$ cat src/rtl/id_scoreboard.sv
// Decode-stage register dependency scoreboard: per-register in-flight write counters
// plus a "youngest producer not yet forwardable" flag. Optional SB_CHECK_EN adds sticky sb_err.
module id_scoreboard #(
  parameter int NREG  = 32,
  parameter int AW    = 5,
  parameter int NRD   = 2,
  parameter int CNT_W = 2
) (
  input  logic              clk,
  input  logic              resetn,
  input  logic [NRD-1:0]    rd_en,
  input  logic [NRD*AW-1:0] rd_addr,
  output logic [NRD-1:0]    rd_busy,
  output logic [NRD-1:0]    rd_late,
  output logic              stall,
  input  logic              iss_valid,
  input  logic              iss_we,
  input  logic [AW-1:0]     iss_dest,
  input  logic              iss_late,
  output logic              iss_ready,
  input  logic              fwd_valid,
  input  logic [AW-1:0]     fwd_dest,
  input  logic              wb_valid,
  input  logic [AW-1:0]     wb_dest,
  input  logic              flush
`ifdef SB_CHECK_EN
  ,output logic             sb_err
`endif
);

  localparam logic [CNT_W-1:0] MAXC = '1;

  logic [NREG-1:0][CNT_W-1:0] cnt_q;
  logic [NREG-1:0]            late_q;
  logic [NREG-1:0]            iss_hit, wb_hit, fwd_hit;

  // Entry 0 is never written past reset, so reads of r0 see an idle register.
  assign iss_ready = !(iss_we && (cnt_q[iss_dest] == MAXC));

  for (genvar i = 0; i < NRD; i++) begin : g_rd
    logic [AW-1:0] a;
    assign a          = rd_addr[i*AW +: AW];
    assign rd_busy[i] = (a != '0) && (cnt_q[a] != '0);
    assign rd_late[i] = (a != '0) && late_q[a];
  end

  assign stall = (|(rd_en & rd_late)) || !iss_ready;

  always_comb begin
    iss_hit = '0;
    wb_hit  = '0;
    fwd_hit = '0;
    iss_hit[iss_dest] = iss_valid && iss_we && iss_ready && (iss_dest != '0);
    wb_hit[wb_dest]   = wb_valid && (wb_dest != '0) && (cnt_q[wb_dest] != '0);
    fwd_hit[fwd_dest] = fwd_valid && (fwd_dest != '0);
  end

  always_ff @(posedge clk) begin
    if (!resetn || flush) begin
      cnt_q  <= '0;
      late_q <= '0;
    end else begin
      for (int r = 1; r < NREG; r++) begin
        if (iss_hit[r] && !wb_hit[r])
          cnt_q[r] <= cnt_q[r] + 1'b1;
        else if (!iss_hit[r] && wb_hit[r])
          cnt_q[r] <= cnt_q[r] - 1'b1;
        // A new producer always owns the late flag, even over a same-cycle forward.
        if (iss_hit[r])
          late_q[r] <= iss_late;
        else if (fwd_hit[r] || (wb_hit[r] && cnt_q[r] == CNT_W'(1)))
          late_q[r] <= 1'b0;
      end
    end
  end

`ifdef SB_CHECK_EN
  always_ff @(posedge clk) begin
    if (!resetn)
      sb_err <= 1'b0;
    else if ((wb_valid && (wb_dest != '0) && (cnt_q[wb_dest] == '0)) ||
             (fwd_valid && (fwd_dest != '0) && !late_q[fwd_dest]) ||
             (iss_valid && iss_we && !iss_ready))
      sb_err <= 1'b1;
  end
`endif

endmodule

$ cat config.mk
export PLATFORM = sky130hd
export DESIGN_NAME = id_scoreboard
export DESIGN_NICKNAME = d
export VERILOG_FILES = /design/src/rtl/id_scoreboard.sv
export SDC_FILE = /design/constraint.sdc
export NUM_CORES = 1
export LEC_CHECK = 0
export BUFFER_PORTS_ARGS = -buffer_cell sky130_fd_sc_hd__buf_2
export CAP_MARGIN = 15
export CORE_MARGIN = 1.5
export CORE_UTILIZATION = 50
export DETAILED_ROUTE_END_ITERATION = 12
export GPL_TIMING_DRIVEN = 0
export PLACE_DENSITY = 0.69
export SYNTH_ARGS = -nofsm -noshare
export SYNTH_HDL_FRONTEND = slang
export SYNTH_SLANG_ARGS = --single-unit
$ cat constraint.sdc
create_clock -name clk -period 4.7 [get_ports clk]
set_clock_uncertainty 0.05 [all_clocks]
set_input_delay 0 -clock clk [delete_from_list [all_inputs] [get_ports clk]]
set_output_delay 0 -clock clk [all_outputs]
set_load 0.02 [all_outputs]
* Word level (Yosys, flattened, before mapping) *
Index checks and enable logic that the tools add are counted.

word-level totals
  register bits = 93
  word-level logic and storage cells = 585
  input bits = 35
  output and inout port bits = 6

cells by class
  eq/ne operators = 32
  muxes and demuxes = 142
  add/sub/neg operators = 62
  reduce and logical (&&, ||, !) cells = 275
  $lt $le $gt $ge = 8
  bitwise logic cells = 4

operators by type and width
  operator                                                            number
  2-to-1 mux 2 bit                                                    66
  nonzero test 2 bit                                                  65
  logical AND 1 bit                                                   107
  AND 32 bit                                                          3
  2-to-1 mux 1 bit                                                    67
  logical NOT 1 bit                                                   64
  adder 2 x 1 -> 2 bit (second input constant)                        31
  == test 2 x 1 -> 1 bit (second input constant)                      31
  subtractor 2 x 1 -> 2 bit (second input constant)                   31
  binary-select mux 2 bit (select 5 bit)                              4
  logical OR 1 bit                                                    33
  less-than comparator 5 x 6 -> 1 bit (second input constant)         5
  nonzero test 5 bit                                                  5
  demux 1 bit (select 5 bit)                                          3
  greater-or-equal comparator 5 x 1 -> 1 bit (second input constant)  3
  binary-select mux 1 bit (select 5 bit)                              2
  AND 2 bit                                                           1
  == test 2 bit (second input constant)                               1
  OR reduction 2 bit                                                  1

* Depth between registers and ports, before layout *
  depth in word-level cells = 12
  depth in mapped cells = 14
  depth with buffers taken out = 11

* Least setup slack after synthesis *
OpenSTA, ideal clock, no wires.

  path type = register to register
  start = reg cnt_q[36] (netlist bit)
  end = reg cnt_q[12] (netlist bit)
  clock period less this slack = 2,657 ps
  setup time = 128 ps
  path slack = 2,043 ps
  data required time = 4,522 ps
  path buffers = 2
  cell stages (with the launch flop) = 12
  data arrival time = 2,480 ps
  cells stage by stage = dfxtp_1 nor2_1 mux4_2 nand2b_1 and4_1 a21oi_2 buf_2 buf_2 nand3_1 ha_1 xor2_1 nor2_1

on the way
  longest elaborated chain between the ends = 11
  elaborated cells between the ends (all ways) = 19

ends and longest elaborated chain
  what                                    line  RTL
  start: declaration                      33    logic [NREG-1:0][CNT_W-1:0] cnt_q;
  start signal: indexed assignment        65    cnt_q[r] <= cnt_q[r] + 1'b1;
  start signal: indexed assignment        67    cnt_q[r] <= cnt_q[r] - 1'b1;
  binary-select mux 2 bit (select 5 bit)  38    assign iss_ready = !(iss_we && (cnt_q[iss_dest] == MAXC));
  2-to-1 mux 2 bit (implied by the code)  38
  == test 2 bit                           38
  logical AND 1 bit                       38
  logical NOT 1 bit                       38
  logical AND 1 bit (2 in series)         53    iss_hit[iss_dest] = iss_valid && iss_we && iss_ready && (iss_dest != '0);
  AND 32 bit (no source line)             -
  logical NOT 1 bit                       66    else if (!iss_hit[r] && wb_hit[r])
  logical AND 1 bit                       66
  nonzero test 2 bit (no source line)     -

Several ways; a longest one is shown, not always the timed one. The select of a mux whose other input is x is not followed.
A chain may end at the register's enable or synchronous reset.

* Worst setup path in the final report *
  start = reg cnt_q[60] (netlist bit)
  end = reg cnt_q[28] (netlist bit)

Same word-level chain as after synthesis.

==> impl_metrics.csv <==
group,metric,value,unit
final_layout,area_growth,9.248,%
place,placed_area,8004,um2
worst_setup_path,end_kind,"register",
final_layout,drive_above_1_share,16.72,%
yosys,yosysWarningCount,0,
timing,rsz0062_at_grt,"false",
clock_network,htree_levels,3,
floorplan,placementRows,44,
worst_setup_path,crit_path_end,"cnt_q[28]",
final_layout,final_common_cell,"nor2_1",
worst_setup_path,rr_startpoint,"cnt_q[60]",
yosys,ys.flop_type,"dfxtp_1",
place,dp_hpwl,22.08,mm
grt,first_global_vias,6961,
timing,hold_violations,0,
floorplan,die_area,15960,um2
yosys,yosysSeqAreaShare,24.49,%
floorplan,die_h,126.3,um
timing,setup_violations,0,
flow_run,max-cap-violations,0,
floorplan,num_io_pins,41,
timing,fin_setup_tns,0,ns
worst_setup_path,r2r_end,"cnt_q[28]",
yosys,ys_ff_latch,93,
clock_network,cts.sinks,93,
routing,drc,0,
timing,period_needed,3.810,ns
grt,grt_max_degree,20,
yosys,yosysTopAreaCell,"dfxtp_1",
timing,fmax,262.5,MHz
yosys,synth_top_cell_area_share,24.49,%
routing,vias,7371,
floorplan,core,14700,um2
routing,viasPerCell,6.921,
final_layout,final_util,56.51,%
place,portBuffers,33,
worst_setup_path,reg2regPathDepth,11,
yosys,synth-async-reset-ratio,0,%
timing,fin_crit_sh,81.06,%
clock_network,ctsHoldBuffers,0,
clock_network,clk_path_buf_depth,2,
yosys,ys_types,60,
yosys,yosys-top-cells-area,"dfxtp_1 24%, ha_1 10%, mux4_2 10%",
worst_setup_path,worstSetupStartpoint,"cnt_q[60]",
grt,antenna_found_initial,0,
routing,routed_wl,29.56,mm
clock_network,insertion_delay,0.37,ns
place,gp_congestion,1.062,
routing,firstDrtPassIters,8,
place,place_ws,1.023,ns
power_and_ir_drop,power_leakage,2.672,nW
worst_setup_path,crit_fanout,10,
place,dp_cells,1047,
floorplan,dieWidth,126.3,um
routing,dr.first_iter.drc_count,1027,
timing,relSlewSlack,32.64,%
power_and_ir_drop,vdd_ir_drop_max,0.1879,mV
routing,ant_nets,0,
hold_path,hold_class,"in2reg",
power_and_ir_drop,p_per_area,217.2,nW/um2
timing,tightest_slew,1.010,ns
timing,setup_ws,0.8904,ns
grt,gr-usage-all-layers,37.75,%
grt,grt_pass1_wl,43.95,mm
worst_setup_path,r2r_slack,0.89,ns
grt,grt_remaining_overflow,0,
routing,routedWlPerCell,27.75,um
worst_setup_path,cp-start-kind,"register",
final_layout,mostFrequentLayoutCells,"106 x nor2_1, 93 x dfxtp_1, 62 x xor2_1, 62 x ha_1, 51 x mux2i_1",
status,run_status,"finished, final reports clean",
power_and_ir_drop,p_total,1.804,mW
final_layout,nets,971,
worst_setup_path,criticalPathCategory,"reg2reg",
clock_network,clk_pin_slew,0.08,ns
final_layout,stdcell_area,8307,um2
yosys,synth-edff-count,0,
yosys,synth_area,7604,um2
final_layout,fin_cells,1065,
yosys,avgSynthCellArea,9.161,um2
clock_network,cts_resized,0,
clock_network,cts_tree,"yes",
yosys,post_synth_inst_count,830,
timing,whs,0.1338,ns
timing,slew_violations,0,
clock_network,cts_root_buf,"clkbuf_16",
worst_setup_path,worstPathRequired,4.90,ns
clock_network,cts_setup_buffers,0,
clock_network,cts_buffers,9,
floorplan,start_util,51.73,%
yosys,synthesis.nets,927,
worst_setup_path,worstPathArrival,4.01,ns
==> worst max-delay path: stages (launching register included) <==
cell	delay, ns
dfxtp_1	0.42
nor2_1	0.12
a2111oi_0	0.74
a31oi_1	0.08
and4_1	0.26
a21oi_2	0.40
buf_2	0.44
buf_2	0.41
nand3_1	0.16
ha_1	0.39
xor2_1	0.16
nor2_1	0.05
==> layout make-up <==
| type | instances | area (um2) |
|---|---|---|
| antenna | 2 | 5.005 |
| inverter | 41 | 153.9 |
| clock inverter | 7 | 72.57 |
| buffer | 57 | 265.3 |
| sequential | 93 | 1862 |
| timing repair buffer | 33 | 165.2 |
| multi-input combinational | 639 | 5328 |
| fill | 1375 | 6392 |
| clock buffer | 9 | 225.2 |
| tap | 184 | 230.2 |
==> synth_stat cells, drive strengths merged (27+ instances only) <==
| master | number |
|---|---|
| mux4 | 34 |
| o211ai | 29 |
| ha | 62 |
| nor3 | 54 |
| nor2 | 106 |
| xor2 | 62 |
| inv | 41 |
| dfxtp | 93 |
| clkbuf | 36 |
| nand3 | 30 |
| a41o | 30 |
| nand2 | 27 |
| a211oi | 46 |
| mux2i | 51 |
==> power breakdown <==
part | leakage (nW) | total, mW | internal [mW] | switching [mW]
sequential | 0.749 | 0.793 | 0.789 | 0.00390
clock | 0.144 | 0.760 | 0.377 | 0.383
combinational | 1.78 | 0.251 | 0.0701 | 0.181
==> registers in the layout, indices dropped and copies added (netlist names) <==
name	flops
cnt_q	62
late_q	31
==> cell families (layout without fill, tap and decap cells) <==
kind of cell / after synthesis / after routing / synth area share [%]
buffers and inverters: 98 / 147 / 5.513
AND/OR/NAND/NOR: 263 / 263 / 18.79
AO/OA/AOI/OAI: 162 / 162 / 16.34
flip-flops: 93 / 93 / 24.49
multiplexers: 90 / 90 / 17.52
other: 0 / 2 / 0
XOR/XNOR: 62 / 62 / 7.142
adder cells (fa/ha/maj): 62 / 62 / 10.20
==> how the worst min path moves through the flow <==
stage,slack (ns),to,depth (start not counted),from
3_5_place_dp,0.33,iss_ready,3,iss_we
6_report,0.13,late_q[28],4,iss_late
3_3_place_gp,0.32,iss_ready,3,iss_we
4_1_cts,0.11,late_q[28],4,iss_late
5_1_grt,0.14,late_q[28],4,iss_late
2_1_floorplan,0.08,iss_ready,1,iss_we
==> layer usage <==
metal | vias to the layer above | track usage, % | wire length [um]
met5 | - | 0 | 0
met2 | 537 | 55.14 | 12050
met1 | 3510 | 50.41 | 11910
met3 | 114 | 12.70 | 4052
li1 | 3210 | - | -
met4 | 0 | 17.58 | 1547
(Power assumes the default switching activity.)
